## config.mk

```make
export PLATFORM = sky130hd
export DESIGN_NAME = uart_frame_rx
export DESIGN_NICKNAME = d
export VERILOG_FILES = /design/src/rtl/uart_frame_rx.sv
export SDC_FILE = /design/constraint.sdc
export NUM_CORES = 1
export LEC_CHECK = 0
export CAP_MARGIN = 5
export CORE_MARGIN = 5
export CORE_UTILIZATION = 60
export CTS_BUF_LIST = sky130_fd_sc_hd__clkbuf_4
export CTS_CLUSTER_DIAMETER = 120
export CTS_CLUSTER_SIZE = 12
export DETAILED_ROUTE_END_ITERATION = 12
export PLACE_DENSITY = 0.88
export SYNTH_ARGS = -nofsm -noshare
export SYNTH_HDL_FRONTEND = slang
export SYNTH_SLANG_ARGS = --single-unit
```

## constraint.sdc

```tcl
create_clock -name i_clk -period 4.1 [get_ports i_clk]
set_input_delay 0.82 -clock i_clk [delete_from_list [all_inputs] [get_ports i_clk]]
set_output_delay 0.82 -clock i_clk [all_outputs]
set_load 0.005 [all_outputs]
```

## src/rtl/uart_frame_rx.sv

```systemverilog
// uart_frame_rx: 8N1 serial receiver for the RS485 link, oversampled by OVS.
// Deserialises BYTES bytes per frame. Each byte is written into the frame RAM
// at {cycle,2'b00} + byte_index. A one-clock done pulse marks the end of the frame.
//
// Optional feature macro: RX_TIMEOUT_EN. When it is defined, a gap counter aborts
// a frame that stalls between bytes. When it is undefined, o_timeout is tied 0.
//
// Ports:
//   i_clk        sampling clock, OVS x baud
//   i_reset      asynchronous reset, active high
//   i_en         receive enable; low forces IDLE
//   i_rx         serial line, idle high, asynchronous to i_clk
//   i_cycle      frame slot number, sampled when each byte is stored
//   o_addr       RAM write address
//   o_data       RAM write data
//   o_we         one-clock write strobe
//   o_done       one-clock pulse, one clock after the last write of a frame
//   o_busy       high whenever the receiver is not idle
//   o_frame_err  sticky bad-stop-bit flag
//   o_timeout    sticky inter-byte timeout flag
module uart_frame_rx #(
  parameter int BYTES        = 4,
  parameter int OVS          = 8,
  parameter int TIMEOUT_BITS = 16
) (
  input  logic       i_clk,
  input  logic       i_reset,
  input  logic       i_en,
  input  logic       i_rx,
  input  logic [5:0] i_cycle,
  output logic [8:0] o_addr,
  output logic [7:0] o_data,
  output logic       o_we,
  output logic       o_done,
  output logic       o_busy,
  output logic       o_frame_err,
  output logic       o_timeout
);

  typedef enum logic [2:0] {
    S_IDLE, S_START, S_DATA, S_STOP, S_STORE, S_GAP, S_DONE, S_FLUSH
  } state_t;

  localparam logic [4:0] HALF_M1   = 5'(OVS/2 - 1);
  localparam logic [4:0] FULL_M1   = 5'(OVS - 1);
  localparam logic [1:0] LAST_BYTE = 2'(BYTES - 1);

  state_t     r_state;
  logic [1:0] r_sync;
  logic [4:0] r_cnt;
  logic [2:0] r_bit;
  logic [7:0] r_shift;
  logic [1:0] r_byte_idx;
  logic [8:0] r_addr;
  logic [7:0] r_data;
  logic       r_we;
  logic       r_done;
  logic       r_frame_err;
  logic       w_rx_s;

`ifdef RX_TIMEOUT_EN
  localparam int GAP_LIM = TIMEOUT_BITS * OVS;
  localparam int GW      = $clog2(GAP_LIM);
  logic [GW-1:0] r_gap;
  logic          r_timeout;
  assign o_timeout = r_timeout;
`else
  assign o_timeout = 1'b0;
`endif

  // Two-flop synchroniser. It resets to the idle-high level so that reset does not fake a start bit.
  always_ff @(posedge i_clk or posedge i_reset) begin
    if (i_reset) r_sync <= 2'b11;
    else         r_sync <= {r_sync[0], i_rx};
  end
  assign w_rx_s = r_sync[1];

  always_ff @(posedge i_clk or posedge i_reset) begin
    if (i_reset) begin
      r_state     <= S_IDLE;
      r_cnt       <= '0;
      r_bit       <= '0;
      r_shift     <= '0;
      r_byte_idx  <= '0;
      r_addr      <= '0;
      r_data      <= '0;
      r_we        <= 1'b0;
      r_done      <= 1'b0;
      r_frame_err <= 1'b0;
`ifdef RX_TIMEOUT_EN
      r_gap       <= '0;
      r_timeout   <= 1'b0;
`endif
    end else begin
      r_we   <= 1'b0;
      r_done <= 1'b0;
      if (!i_en) begin
        r_state    <= S_IDLE;
        r_byte_idx <= '0;
      end else begin
        case (r_state)
          S_IDLE: begin
            r_byte_idx <= '0;
            if (!w_rx_s) begin
              r_state <= S_START;
              r_cnt   <= '0;
            end
          end
          S_START: begin
            if (r_cnt == HALF_M1) begin
              r_cnt <= '0;
              if (!w_rx_s) begin
                r_state <= S_DATA;
                r_bit   <= '0;
                // The flags are cleared only when a genuine start bit opens a new frame.
                if (r_byte_idx == 2'd0) begin
                  r_frame_err <= 1'b0;
`ifdef RX_TIMEOUT_EN
                  r_timeout   <= 1'b0;
`endif
                end
              end else begin
                // A glitch inside a frame returns to GAP. Any gap time already spent is forgotten.
                r_state <= (r_byte_idx == 2'd0) ? S_IDLE : S_GAP;
`ifdef RX_TIMEOUT_EN
                r_gap   <= '0;
`endif
              end
            end else begin
              r_cnt <= r_cnt + 5'd1;
            end
          end
          S_DATA: begin
            if (r_cnt == FULL_M1) begin
              r_cnt   <= '0;
              r_shift <= {w_rx_s, r_shift[7:1]};
              r_bit   <= r_bit + 3'd1;
              if (r_bit == 3'd7) r_state <= S_STOP;
            end else begin
              r_cnt <= r_cnt + 5'd1;
            end
          end
          S_STOP: begin
            if (r_cnt == FULL_M1) begin
              r_cnt <= '0;
              if (w_rx_s) begin
                // The write is issued together with the stop sample so that o_we rises on the next clock.
                r_state <= S_STORE;
                r_we    <= 1'b1;
                r_data  <= r_shift;
                r_addr  <= {1'b0, i_cycle, 2'b00} + {7'b0, r_byte_idx};
              end else begin
                r_state     <= S_FLUSH;
                r_frame_err <= 1'b1;
                r_byte_idx  <= '0;
              end
            end else begin
              r_cnt <= r_cnt + 5'd1;
            end
          end
          S_STORE: begin
            if (r_byte_idx == LAST_BYTE) begin
              r_state <= S_DONE;
              r_done  <= 1'b1;
            end else begin
              r_state    <= S_GAP;
              r_byte_idx <= r_byte_idx + 2'd1;
`ifdef RX_TIMEOUT_EN
              r_gap      <= '0;
`endif
            end
          end
          S_GAP: begin
            if (!w_rx_s) begin
              r_state <= S_START;
              r_cnt   <= '0;
`ifdef RX_TIMEOUT_EN
            end else if (r_gap == GW'(GAP_LIM - 1)) begin
              r_state    <= S_IDLE;
              r_timeout  <= 1'b1;
              r_byte_idx <= '0;
            end else begin
              r_gap <= r_gap + 1'b1;
`endif
            end
          end
          S_DONE: begin
            r_state    <= S_IDLE;
            r_byte_idx <= '0;
          end
          S_FLUSH: begin
            // The line must stay high for a full bit time before a new start bit is trusted.
            if (!w_rx_s)               r_cnt   <= '0;
            else if (r_cnt == FULL_M1) r_state <= S_IDLE;
            else                       r_cnt   <= r_cnt + 5'd1;
          end
          default: r_state <= S_IDLE;
        endcase
      end
    end
  end

  assign o_addr      = r_addr;
  assign o_data      = r_data;
  assign o_we        = r_we;
  assign o_done      = r_done;
  assign o_busy      = (r_state != S_IDLE);
  assign o_frame_err = r_frame_err;

endmodule

```

# == After elaboration in Yosys (flattened, before gate mapping) ==
# Cells that the tools add are included.
# classes
muxes,41
n_eq_ne,29
addsub,4
reduce_logical,16
# op_table
cell,count
3-bit two-way mux,13
"3-bit inequality test, second input constant",10
5-bit two-way mux,5
3-bit one-hot mux with 7 select lines,1
5-bit one-hot mux with 4 select lines,1
"3-bit == test, second input constant",5
"2-bit inequality test, second input constant",7
7-bit AND reduction,2
1-bit two-way mux,12
2-bit two-way mux,6
4-bit AND reduction,3
8-bit by 2-bit adder with 9-bit output,1
"3-bit by 2-bit == test with 1-bit output, second input constant",2
2-bit one-hot mux with 3 select lines,1
3-bit one-hot mux with 2 select lines,1
2-bit OR reduction,3
"5-bit by 1-bit adder with 5-bit output, second input constant",1
"5-bit by 2-bit == test with 1-bit output, second input constant",1
"5-bit by 3-bit == test with 1-bit output, second input constant",1
5-bit AND reduction,1
"4-bit by 2-bit inequality test with 1-bit output, second input constant",1
2-bit nonzero test,2
4-bit nonzero test,1
"3-bit by 1-bit adder with 3-bit output, second input constant",1
8 further kinds,8
# totals
register_bits,43
out_inout_bits,22
elab_cells,101

# == Longest topological paths before layout ==
# Gate-level depths: netlist of run 1.
# logic_depth
ltp_word,6
ltp_mapped,7
ltp_nobuf,6

# == Worst setup path after synthesis of run 1 ==
# Ideal clock, no wire load.
# synth_path
path_type,input to register
from,in i_en
to,reg r_addr[0] (netlist: o_addr[0])
path_buffers,1
setup_slack_ns,2.195
setup_ns,0.127
arrival_time_ns,1.778
required_time_ns,3.973
path_stages,4
path_cell_list,nand2_1 -> nor3_4 -> buf_6 -> mux2_1
# synth_between
elab_chain_cells,1
# synth_rtl
item,line_no,rtl
"start, declared",28,"input logic i_en,"
4-bit AND reduction (no line),--,
"end signal, assigned",151,"r_addr <= {1'b0, i_cycle, 2'b00} + {7'b0, r_byte_idx};"
"end, declared",54,logic [8:0] r_addr;
# Every way passes these cells.
# A chain may end at the register's enable or synchronous reset.

# == Worst setup path in the final report of run 1 ==
# layout_path
from,reg r_state[2]
to,out o_busy
# layout_between
elab_chain_cells,1
# layout_rtl
item,line_no,rtl
"start, declared",48,state_t r_state;
"start signal, assigned",124,r_state <= (r_byte_idx == 2'd0) ? S_IDLE : S_GAP;
3-bit nonzero test,207,assign o_busy = (r_state != S_IDLE);
"end, declared",35,"output logic o_busy,"
# Every way passes these cells.

==> flow_metrics.env, run 1 <==
export IMPL_status="finished clean"
export IMPL_hold_class="reg -> reg"
export IMPL_p_leak_nw=1.15
export IMPL_grt_pass1_vias=1541
export IMPL_rsz0062_at_grt="false"
export IMPL_syn_cell_area_mm2=0.00215
export IMPL_path_delay_family="flip-flops"
export IMPL_fin_worst_skew_ns=0.0101
export IMPL_path_clk_slew_ns=0.12
export IMPL_grt_ovfl_total=0
export IMPL_path_buf_inv=1
export IMPL_core_area_mm2=0.00339
export IMPL_diodes=0
export IMPL_yosys_area_top_type_share_pct=46.6
export IMPL_clock_sinks=42
export IMPL_syn_inst=200
export IMPL_slew_violations=0
export IMPL_htreeDepth=2
export IMPL_area_growth_syn_to_layout_pct=17.0
export IMPL_antenna_left=0
export IMPL_path_cells="or3_1 -> clkdlybuf4s50_1"
export IMPL_crit_path_start_kind="flip-flop"
export IMPL_final_cells=271
export IMPL_start_util_pct=63.3
export IMPL_tightestPinTransition_ns=0.753
export IMPL_end_kind="primary output"
export IMPL_dieArea_mm2=0.00487
export IMPL_place_gp_congestion=0.822
export IMPL_post_route_util_pct=74.0
export IMPL_max_freq_mhz=365
export IMPL_final_layout_size_suffix_gt1_share_pct=12.0
export IMPL_drt_initial_drc_count=45
export IMPL_ys_ff_latch=42
export IMPL_syn_avg_cell_area_um2=10.7
export IMPL_via_count=1565
export IMPL_yosysMostFrequentCell="dfrtp_1"
export IMPL_synthArstFlopShare_pct=100
export IMPL_final_nets=239
export IMPL_boundaryPins=32
export IMPL_holdBufCountCts=0
export IMPL_multi_input_area_um2=992
export IMPL_drv_cap=0
export IMPL_grt_total_usage_pct=18.3
export IMPL_dp_hpwl_mm=3.01
export IMPL_first_pass_iters=4
export IMPL_cts_tree="built"
export IMPL_tns_ns=0
export IMPL_ys_top_cells_by_count="40 x dfrtp_1, 34 x nand2_1, 10 x mux2_1"
export IMPL_regArea_mm2=0.00105
export IMPL_drc_errors=0
export IMPL_synth_ff_type="dfrtp_1"
export IMPL_vias_per_cell=5.77
export IMPL_fin_crit_ns=2.74
export IMPL_yosys_area_top_type="dfrtp_1"
export IMPL_setup_violations=0
export IMPL_wl_per_cell_um=15.3
export IMPL_grt_pass1_wl_mm=7.16
export IMPL_drt_total_wl_mm=4.16
export IMPL_grt_max_degree=24
export IMPL_post_place_cells=263
export IMPL_dieHeight_um=69.8
export IMPL_synth_edf_count=0
export IMPL_cts_buffer_depth=2
export IMPL_powerDensity_mw_per_mm2=415
export IMPL_rows=21
export IMPL_final_hold_viol_count=0
export IMPL_ys_top_cells_by_area="dfrtp_1 47%, nand2_1 5.9%, mux2_1 5.2%, mux2_2 3.1%, ha_1 2.9%"
export IMPL_numPortBuffers=29
export IMPL_period_share_pct=66.8
export IMPL_cp_arrival_ns=1.92
export IMPL_path_class="reg -> out"
export IMPL_fillers=241
export IMPL_crit_slowest_cell="dfrtp_1"
export IMPL_ir_worst_vdd_v=0.000294
export IMPL_yosysSeqAreaShare_pct=49.1
export IMPL_die_w_um=69.8
export IMPL_post_cts_resized=0
export IMPL_synth_distinct_cells=53
export IMPL_cp_max_fo=21
export IMPL_ys_warn_count=0
export IMPL_critPathRequiredTime_ns=3.28
export IMPL_slew_headroom_pct=49.7
export IMPL_clock_latency_ns=0.36
export IMPL_cpPeakStageDelay_ns=0.63
export IMPL_cts_buffers=5
export IMPL_antenna_found_initial=0
export IMPL_root_buffer="clkbuf_4"
export IMPL_cts_setup_buffers=0
-- cells by family (layout without fill, tap and decap cells) --
logic type      Yosys count  in the layout  synth area share [%]
compound gates           37             37                  13.1
xor+xnor                  2              2                 0.816
fa+ha+maj                 5              5                  2.92
buf+inv                  21             45                  4.84
flops                    42             42                  49.1
mux                      18             18                  9.33
other cells               1              2                 0.175
simple gates             74             74                  19.7
-- layer usage --
layer  track usage, %  share of wire, %
met2             31.1                50
met4             7.87               2.0
met5                0                 0
met1             22.2                43
met3             4.20               4.6
-- worst paths after layout --
check / startpoint / to / slack, ns / cells past startpoint
min: r_sync[0]$_DFF_PP1_ / r_sync[1]$_DFF_PP1_ / 0.37 / 0
max in group asynchronous: i_reset / r_sync[1]$_DFF_PP1_ / 2.39 / 3
min in group asynchronous: i_reset / o_addr[5]$_DFFE_PP0P_ / 0.88 / 2
max: r_state[2]$_DFFE_PP0P_ / o_busy / 1.36 / 2
max reg2reg: r_state[1]$_DFFE_PP0P_ / o_data[0]$_DFFE_PP0P_ / 1.87 / 3
min reg2reg: r_sync[0]$_DFF_PP1_ / r_sync[1]$_DFF_PP1_ / 0.37 / 0
-- area by class of cell --
type	count	area share (%)
Sequential cell	42	42.0
Multi-Input combinational cell	138	39.5
Timing Repair Buffer	30	11.9
Tap cell	46	2.29
Clock buffer	6	1.79
Clock inverter	2	1.50
Inverter	7	1.05
-- sequential cells by signal (all words and copies together), names as in the netlist --
name / flops
r_bit: 3
r_byte_idx: 2
r_cnt: 5
o_addr: 8
r_state: 3
r_shift: 8
r_sync: 2
o_data: 8
o_done: 1
o_we: 1
o_frame_err: 1
-- per-stage QoR --
stage	worst slack, ns	hold WS (ns)	area [um^2]	power, W
3_5_place_dp	0.984	0.352	2430	0.000773
5_1_grt	1.25	0.375	2510	0.00110
4_1_cts	1.36	0.370	2510	0.00104
6_report	1.36	0.366	2510	0.00104
3_3_place_gp	1.10	0.348	2430	0.000764
2_1_floorplan	2.19	0.345	2150	0.000716
-- layout by cell type, fill, tap and decap left out, drive strengths merged, types with 5 or more instances in the layout --
cell type,instances
nand2b,5
clkdlybuf4s50,29
dfrtp,40
a21oi,5
ha,5
o21ai,11
nand3,5
nand3b,6
nor2,5
inv,7
nand2,34
mux2,16
clkbuf,6
-- power by group --
part           internal [W]  switching [W]  total (W)  leakage [nW]
sequential         0.000433      0.0000677   0.000501         0.577
clock              0.000135       0.000137   0.000273        0.0419
combinational      0.000123       0.000146   0.000269         0.530
total              0.000692       0.000351    0.00104          1.15
(Power assumes the default switching activity.)
==> run 2, diff against run 1 <==
--- a/config.mk
+++ b/config.mk
@@ -7,12 +7,12 @@
 export LEC_CHECK = 0
 export CAP_MARGIN = 5
 export CORE_MARGIN = 5
-export CORE_UTILIZATION = 60
+export CORE_UTILIZATION = 50
 export CTS_BUF_LIST = sky130_fd_sc_hd__clkbuf_4
 export CTS_CLUSTER_DIAMETER = 120
 export CTS_CLUSTER_SIZE = 12
 export DETAILED_ROUTE_END_ITERATION = 12
-export PLACE_DENSITY = 0.88
+export PLACE_DENSITY = 0.79
 export SYNTH_ARGS = -nofsm -noshare
 export SYNTH_HDL_FRONTEND = slang
 export SYNTH_SLANG_ARGS = --single-unit
==> constraint.sdc (replaced) <==
create_clock -name i_clk -period 2.4 [get_ports i_clk]
set_input_delay 0.48 -clock i_clk [delete_from_list [all_inputs] [get_ports i_clk]]
set_output_delay 0.48 -clock i_clk [all_outputs]
set_load 0.005 [all_outputs]
==> run 2 against run 1 <==
Compared with the run above:
- clock-buffer cell count unchanged
- clock skew up 0.00055 ns
- sequential cell count unchanged
- first-iteration DRC count up 78%
- utilization down 11 points
- via count down 0.70%
- die area up 17%
- critical path type unchanged
==> flow_metrics.env, run 2 (synthesis gave the netlist of run 1 again) <==
export IMPL_status="finished clean"
export IMPL_cts_setup_buffers=0
export IMPL_cp_max_fo=12
export IMPL_critPathRequiredTime_ns=1.92
export IMPL_first_pass_iters=4
export IMPL_vias_per_cell=5.51
export IMPL_cp_arrival_ns=1.77
export IMPL_cts_tree="built"
export IMPL_period_share_pct=93.9
export IMPL_cts_buffer_depth=2
export IMPL_p_int_w=0.00121
export IMPL_placed_area_mm2=0.00248
export IMPL_tns_ns=0
export IMPL_pwr_share_clk_pct=25.6
export IMPL_multi_input_area_um2=992
export IMPL_diodes=0
export IMPL_via_count=1554
export IMPL_whs_ns=0.367
export IMPL_finalInstanceArea_mm2=0.00257
export IMPL_crit_slowest_cell="dfrtp_1"
export IMPL_ir_worst_vdd_v=0.000682
export IMPL_final_layout_size_suffix_gt1_share_pct=14.7
export IMPL_cts_buffers=5
export IMPL_post_cts_resized=0
export IMPL_final_hold_viol_count=0
export IMPL_p_leak_nw=1.19
export IMPL_fin_worst_skew_ns=0.0107
export IMPL_clock_sinks=42
export IMPL_dp_hpwl_mm=2.78
export IMPL_numPortBuffers=29
export IMPL_path_clk_slew_ns=0.13
export IMPL_place_gp_congestion=0.818
export IMPL_fillers=344
export IMPL_setup_violations=0
export IMPL_final_common_cell="dfrtp_1"
export IMPL_dieHeight_um=75.5
export IMPL_start_util_pct=52.5
export IMPL_cpPeakStageDelay_ns=0.54
export IMPL_crit_path_start_kind="flip-flop"
export IMPL_grt_pass1_vias=1480
export IMPL_clock_latency_ns=0.36
export IMPL_core_area_mm2=0.00409
export IMPL_antenna_left=0
export IMPL_path_cells="or3_1 -> clkdlybuf4s50_1"
export IMPL_wl_per_cell_um=14.2
export IMPL_boundaryPins=32
export IMPL_p_switching_w=0.000597
export IMPL_drc_errors=0
export IMPL_area_growth_syn_to_layout_pct=19.7
export IMPL_power_frac_seq_pct=43.8
export IMPL_drt_total_wl_mm=3.99
export IMPL_rsz0062_at_grt="false"
export IMPL_fin_crit_ns=2.25
export IMPL_slew_headroom_pct=62.2
export IMPL_drt_initial_drc_count=80
export IMPL_end_kind="primary output"
export IMPL_slew_violations=0
export IMPL_grt_max_degree=43
export IMPL_final_cells=282
export IMPL_die_w_um=75.5
export IMPL_post_place_cells=274
export IMPL_grt_ovfl_total=0
export IMPL_drv_cap=0
export IMPL_grt_pass1_wl_mm=6.87
export IMPL_rows=23
export IMPL_powerDensity_mw_per_mm2=703
export IMPL_regArea_mm2=0.00105
export IMPL_holdBufCountCts=0
export IMPL_antenna_found_initial=0
export IMPL_dieArea_mm2=0.00570
export IMPL_hold_class="reg -> reg"
export IMPL_p_sw_share_pct=33.1
export IMPL_max_freq_mhz=444
export IMPL_tightestPinTransition_ns=0.566
export IMPL_layout_common_cells="40 x dfrtp_1, 34 x nand2_1, 29 x clkdlybuf4s50_1"
export IMPL_htreeDepth=2
export IMPL_final_nets=246
export IMPL_path_class="reg -> out"
export IMPL_comb_power_share_pct=30.7
export IMPL_grt_total_usage_pct=16.0
export IMPL_root_buffer="clkbuf_4"
run 2: changes by cell type in the layout (fill, tap and decap cells not counted), sizes merged:
cell	delta
buf	+7
run 2: layout make-up:
| cell class | instances | share of cell area [%] |
|---|---|---|
| Multi-Input combinational cell | 138 | 38.6 |
| Inverter | 7 | 1.02 |
| Tap cell | 50 | 2.44 |
| Timing Repair Buffer | 37 | 13.6 |
| Clock buffer | 6 | 1.75 |
| Sequential cell | 42 | 41.0 |
| Clock inverter | 2 | 1.46 |
run 2: path summary, 6_finish.rpt:
path / depth (start not counted) / startpoint / end / slack [ns]
max in group asynchronous: 3 / i_reset / r_sync[0]$_DFF_PP1_ / 1.49
hold / removal: 0 / r_sync[0]$_DFF_PP1_ / r_sync[1]$_DFF_PP1_ / 0.37
min in group asynchronous: 3 / i_reset / r_byte_idx[0]$_DFFE_PP0P_ / 0.54
hold reg to reg: 0 / r_sync[0]$_DFF_PP1_ / r_sync[1]$_DFF_PP1_ / 0.37
setup / recovery: 2 / r_state[1]$_DFFE_PP0P_ / o_busy / 0.15
setup reg to reg: 7 / r_cnt[0]$_DFFE_PP0P_ / r_state[0]$_DFFE_PP0P_ / 0.37
run 2: worst max-delay path, delay by kind of cell (launching register included):
family / cells / cell delay (ns)
DFF: 1 / 0.54
and+or+nand+nor: 1 / 0.40
buffers and inverters: 1 / 0.46
run 2: stage by stage:
step	power [W]	utilization [%]	setup WS (ns)
2_1_floorplan	0.00122	-	0.637
3_3_place_gp	0.00135	60.8	0.296
3_5_place_dp	0.00135	60.8	0.280
4_1_cts	0.00183	62.8	0.119
5_1_grt	0.00193	62.8	0.0590
6_report	0.00181	62.8	0.145
run 2: power groups by stage:
| stage | combinational, W | sequential, W | clock [W] |
|---|---|---|---|
| final | 0.000554 | 0.000790 | 0.000462 |
| after global routing | 0.000620 | 0.000799 | 0.000506 |
| after CTS | 0.000554 | 0.000790 | 0.000481 |
| after detailed placement | 0.000547 | 0.000805 | 0 |
| after global placement | 0.000545 | 0.000803 | 0 |
| after floorplan | 0.000454 | 0.000770 | 0 |
run 2: per-layer routing:
layer  GRT usage, %  vias to the layer above  wire length, um
met5              0                        -                0
met4           6.80                        0               68
met3           4.62                        8              251
met2           23.9                       42             1800
met1           21.8                      739             1870
li1               -                      765                -
==> run 3, diff against run 2 <==
--- a/config.mk
+++ b/config.mk
@@ -7,12 +7,12 @@
 export LEC_CHECK = 0
 export CAP_MARGIN = 5
 export CORE_MARGIN = 5
-export CORE_UTILIZATION = 50
+export CORE_UTILIZATION = 60
 export CTS_BUF_LIST = sky130_fd_sc_hd__clkbuf_4
 export CTS_CLUSTER_DIAMETER = 120
 export CTS_CLUSTER_SIZE = 12
 export DETAILED_ROUTE_END_ITERATION = 12
-export PLACE_DENSITY = 0.79
+export PLACE_DENSITY = 0.88
 export SYNTH_ARGS = -nofsm -noshare
 export SYNTH_HDL_FRONTEND = slang
 export SYNTH_SLANG_ARGS = --single-unit
==> constraint.sdc (replaced) <==
create_clock -name i_clk -period 2.9 [get_ports i_clk]
set_input_delay 0.58 -clock i_clk [delete_from_list [all_inputs] [get_ports i_clk]]
set_output_delay 0.58 -clock i_clk [all_outputs]
set_load 0.005 [all_outputs]
==> run 3 against run 2 <==
Compared with the run above:
- clock-buffer cell count unchanged
- sequential share of layout area increased by 1.1 points
- clock power decreased by 35%
- utilization increased by 11 points
- combinational power decreased by 29%
- wire length increased by 7.3%
- sequential power decreased by 10%
- non-clock buffer count decreased by 5
- clock skew increased by 0.00089 ns
==> flow_metrics.env, run 3 (synthesis gave the netlist of run 1 again) <==
export IMPL_p_leak_nw=1.15
export IMPL_layout_common_cells="40 x dfrtp_1, 34 x nand2_1, 29 x clkdlybuf4s50_1"
export IMPL_cts_buffers=5
export IMPL_fin_crit_ns=2.53
export IMPL_antenna_found_initial=0
export IMPL_grt_pass1_wl_mm=7.20
export IMPL_grt_ovfl_total=0
export IMPL_post_place_cells=265
export IMPL_cts_tree="built"
export IMPL_dieArea_mm2=0.00487
export IMPL_rr_worst_depth=6
export IMPL_fin_worst_skew_ns=0.0116
export IMPL_antenna_left=0
export IMPL_final_nets=241
export IMPL_drc_errors=0
export IMPL_htreeDepth=2
export IMPL_path_clk_slew_ns=0.12
export IMPL_core_area_mm2=0.00339
export IMPL_crit_path_start_kind="flip-flop"
export IMPL_rows=21
export IMPL_slew_violations=0
export IMPL_numPortBuffers=29
export IMPL_critPathCapture="o_busy"
export IMPL_drt_initial_drc_count=89
export IMPL_max_freq_mhz=395
export IMPL_boundaryPins=32
export IMPL_end_kind="primary output"
export IMPL_path_class="reg -> out"
export IMPL_clock_latency_ns=0.37
export IMPL_fillers=231
export IMPL_die_w_um=69.8
export IMPL_multi_input_area_um2=992
export IMPL_r2r_start="r_cnt[0]$_DFFE_PP0P_"
export IMPL_wl_per_cell_um=15.7
export IMPL_final_hold_viol_count=0
export IMPL_drt_total_wl_mm=4.29
export IMPL_final_layout_size_suffix_gt1_share_pct=12.8
export IMPL_grt_pass1_vias=1534
export IMPL_grt_max_degree=43
export IMPL_cp_arrival_ns=1.95
export IMPL_clock_sinks=42
export IMPL_drv_cap=0
export IMPL_slew_headroom_pct=56.7
export IMPL_period_share_pct=87.2
export IMPL_rr_endpoint="r_state[2]$_DFFE_PP0P_"
export IMPL_powerDensity_mw_per_mm2=561
export IMPL_place_gp_congestion=0.833
export IMPL_root_buffer="clkbuf_4"
export IMPL_final_cells=273
export IMPL_ir_worst_vdd_v=0.000407
export IMPL_setup_worst_path_start="r_state[2]$_DFFE_PP0P_"
export IMPL_critPathRequiredTime_ns=2.32
export IMPL_via_count=1581
export IMPL_hold_class="reg -> reg"
export IMPL_dieHeight_um=69.8
export IMPL_grt_total_usage_pct=18.7
export IMPL_start_util_pct=63.3
export IMPL_tns_ns=0
export IMPL_cts_buffer_depth=2
export IMPL_post_cts_resized=0
export IMPL_status="finished clean"
export IMPL_whs_ns=0.370
export IMPL_first_pass_iters=4
export IMPL_holdBufCountCts=0
export IMPL_area_growth_syn_to_layout_pct=16.6
export IMPL_rsz0062_at_grt="false"
export IMPL_cp_max_fo=21
export IMPL_cts_setup_buffers=0
export IMPL_tightestPinTransition_ns=0.650
export IMPL_regArea_mm2=0.00105
export IMPL_vias_per_cell=5.79
export IMPL_setup_violations=0
export IMPL_final_common_cell="dfrtp_1"
export IMPL_finalInstanceArea_mm2=0.00250
export IMPL_regToRegSetupSlack_ns=0.72
export IMPL_dp_hpwl_mm=3.01
export IMPL_diodes=0
export IMPL_placed_area_mm2=0.00244
run 3: cell count changes in the layout (fill, tap and decap cells not counted):
cell and change:
clkinv_2 +1, clkinvlp_4 -1, clkinv_4 +1, bufinv_16 -1
buf_4 -5
run 3: power by group:
| group | switching [W] | leakage, nW | internal [W] |
|---|---|---|---|
| clock network | 0.000197 | 0.0356 | 0.000105 |
| logic | 0.000217 | 0.540 | 0.000176 |
| registers | 0.0000955 | 0.577 | 0.000613 |
| total | 0.000510 | 1.15 | 0.000893 |
run 3: layout make-up:
type | instances | share of cell area, %
multi-input cells | 138 | 39.7
well taps | 46 | 2.30
flip-flops and latches | 42 | 42.1
inverters | 7 | 1.05
repair buffers | 32 | 12.5
clock inverters | 2 | 0.550
clock buffers | 6 | 1.80
run 3: how the worst min path moves through the flow:
stage | startpoint | to | slack, ns | cells after the start
final | r_sync[0]$_DFF_PP1_ | r_sync[1]$_DFF_PP1_ | 0.37 | 0
after global routing | r_sync[0]$_DFF_PP1_ | r_sync[1]$_DFF_PP1_ | 0.38 | 0
after CTS | r_sync[0]$_DFF_PP1_ | r_sync[1]$_DFF_PP1_ | 0.37 | 0
after detailed placement | r_sync[0]$_DFF_PP1_ | r_sync[1]$_DFF_PP1_ | 0.36 | 0
after global placement | r_sync[0]$_DFF_PP1_ | r_sync[1]$_DFF_PP1_ | 0.35 | 0
after floorplan | r_sync[0]$_DFF_PP1_ | r_sync[1]$_DFF_PP1_ | 0.35 | 0
run 3: worst max-delay path, stage by stage, from the launching register on:
cell	delay, ns
dfrtp_1	0.64
or3_1	0.48
clkdlybuf4s50_1	0.46
run 3: layer usage:
metal	global-route usage, %	up-vias	wire [um]
li1	-	752	-
met1	21.3	739	1730
met2	29.6	71	2090
met3	5.51	19	317
met4	13.4	0	148
met5	0	-	0
run 3: per-stage QoR:
| stage | power [W] | setup WS, ns | util (%) |
|---|---|---|---|
| 6_report | 0.00140 | 0.371 | 73.8 |
| 5_1_grt | 0.00148 | 0.274 | 73.8 |
| 4_1_cts | 0.00140 | 0.364 | 73.8 |
| 3_5_place_dp | 0.00110 | 0.654 | 72.1 |
| 3_3_place_gp | 0.00107 | 0.735 | 72.1 |
| 2_1_floorplan | 0.00101 | 1.14 | - |
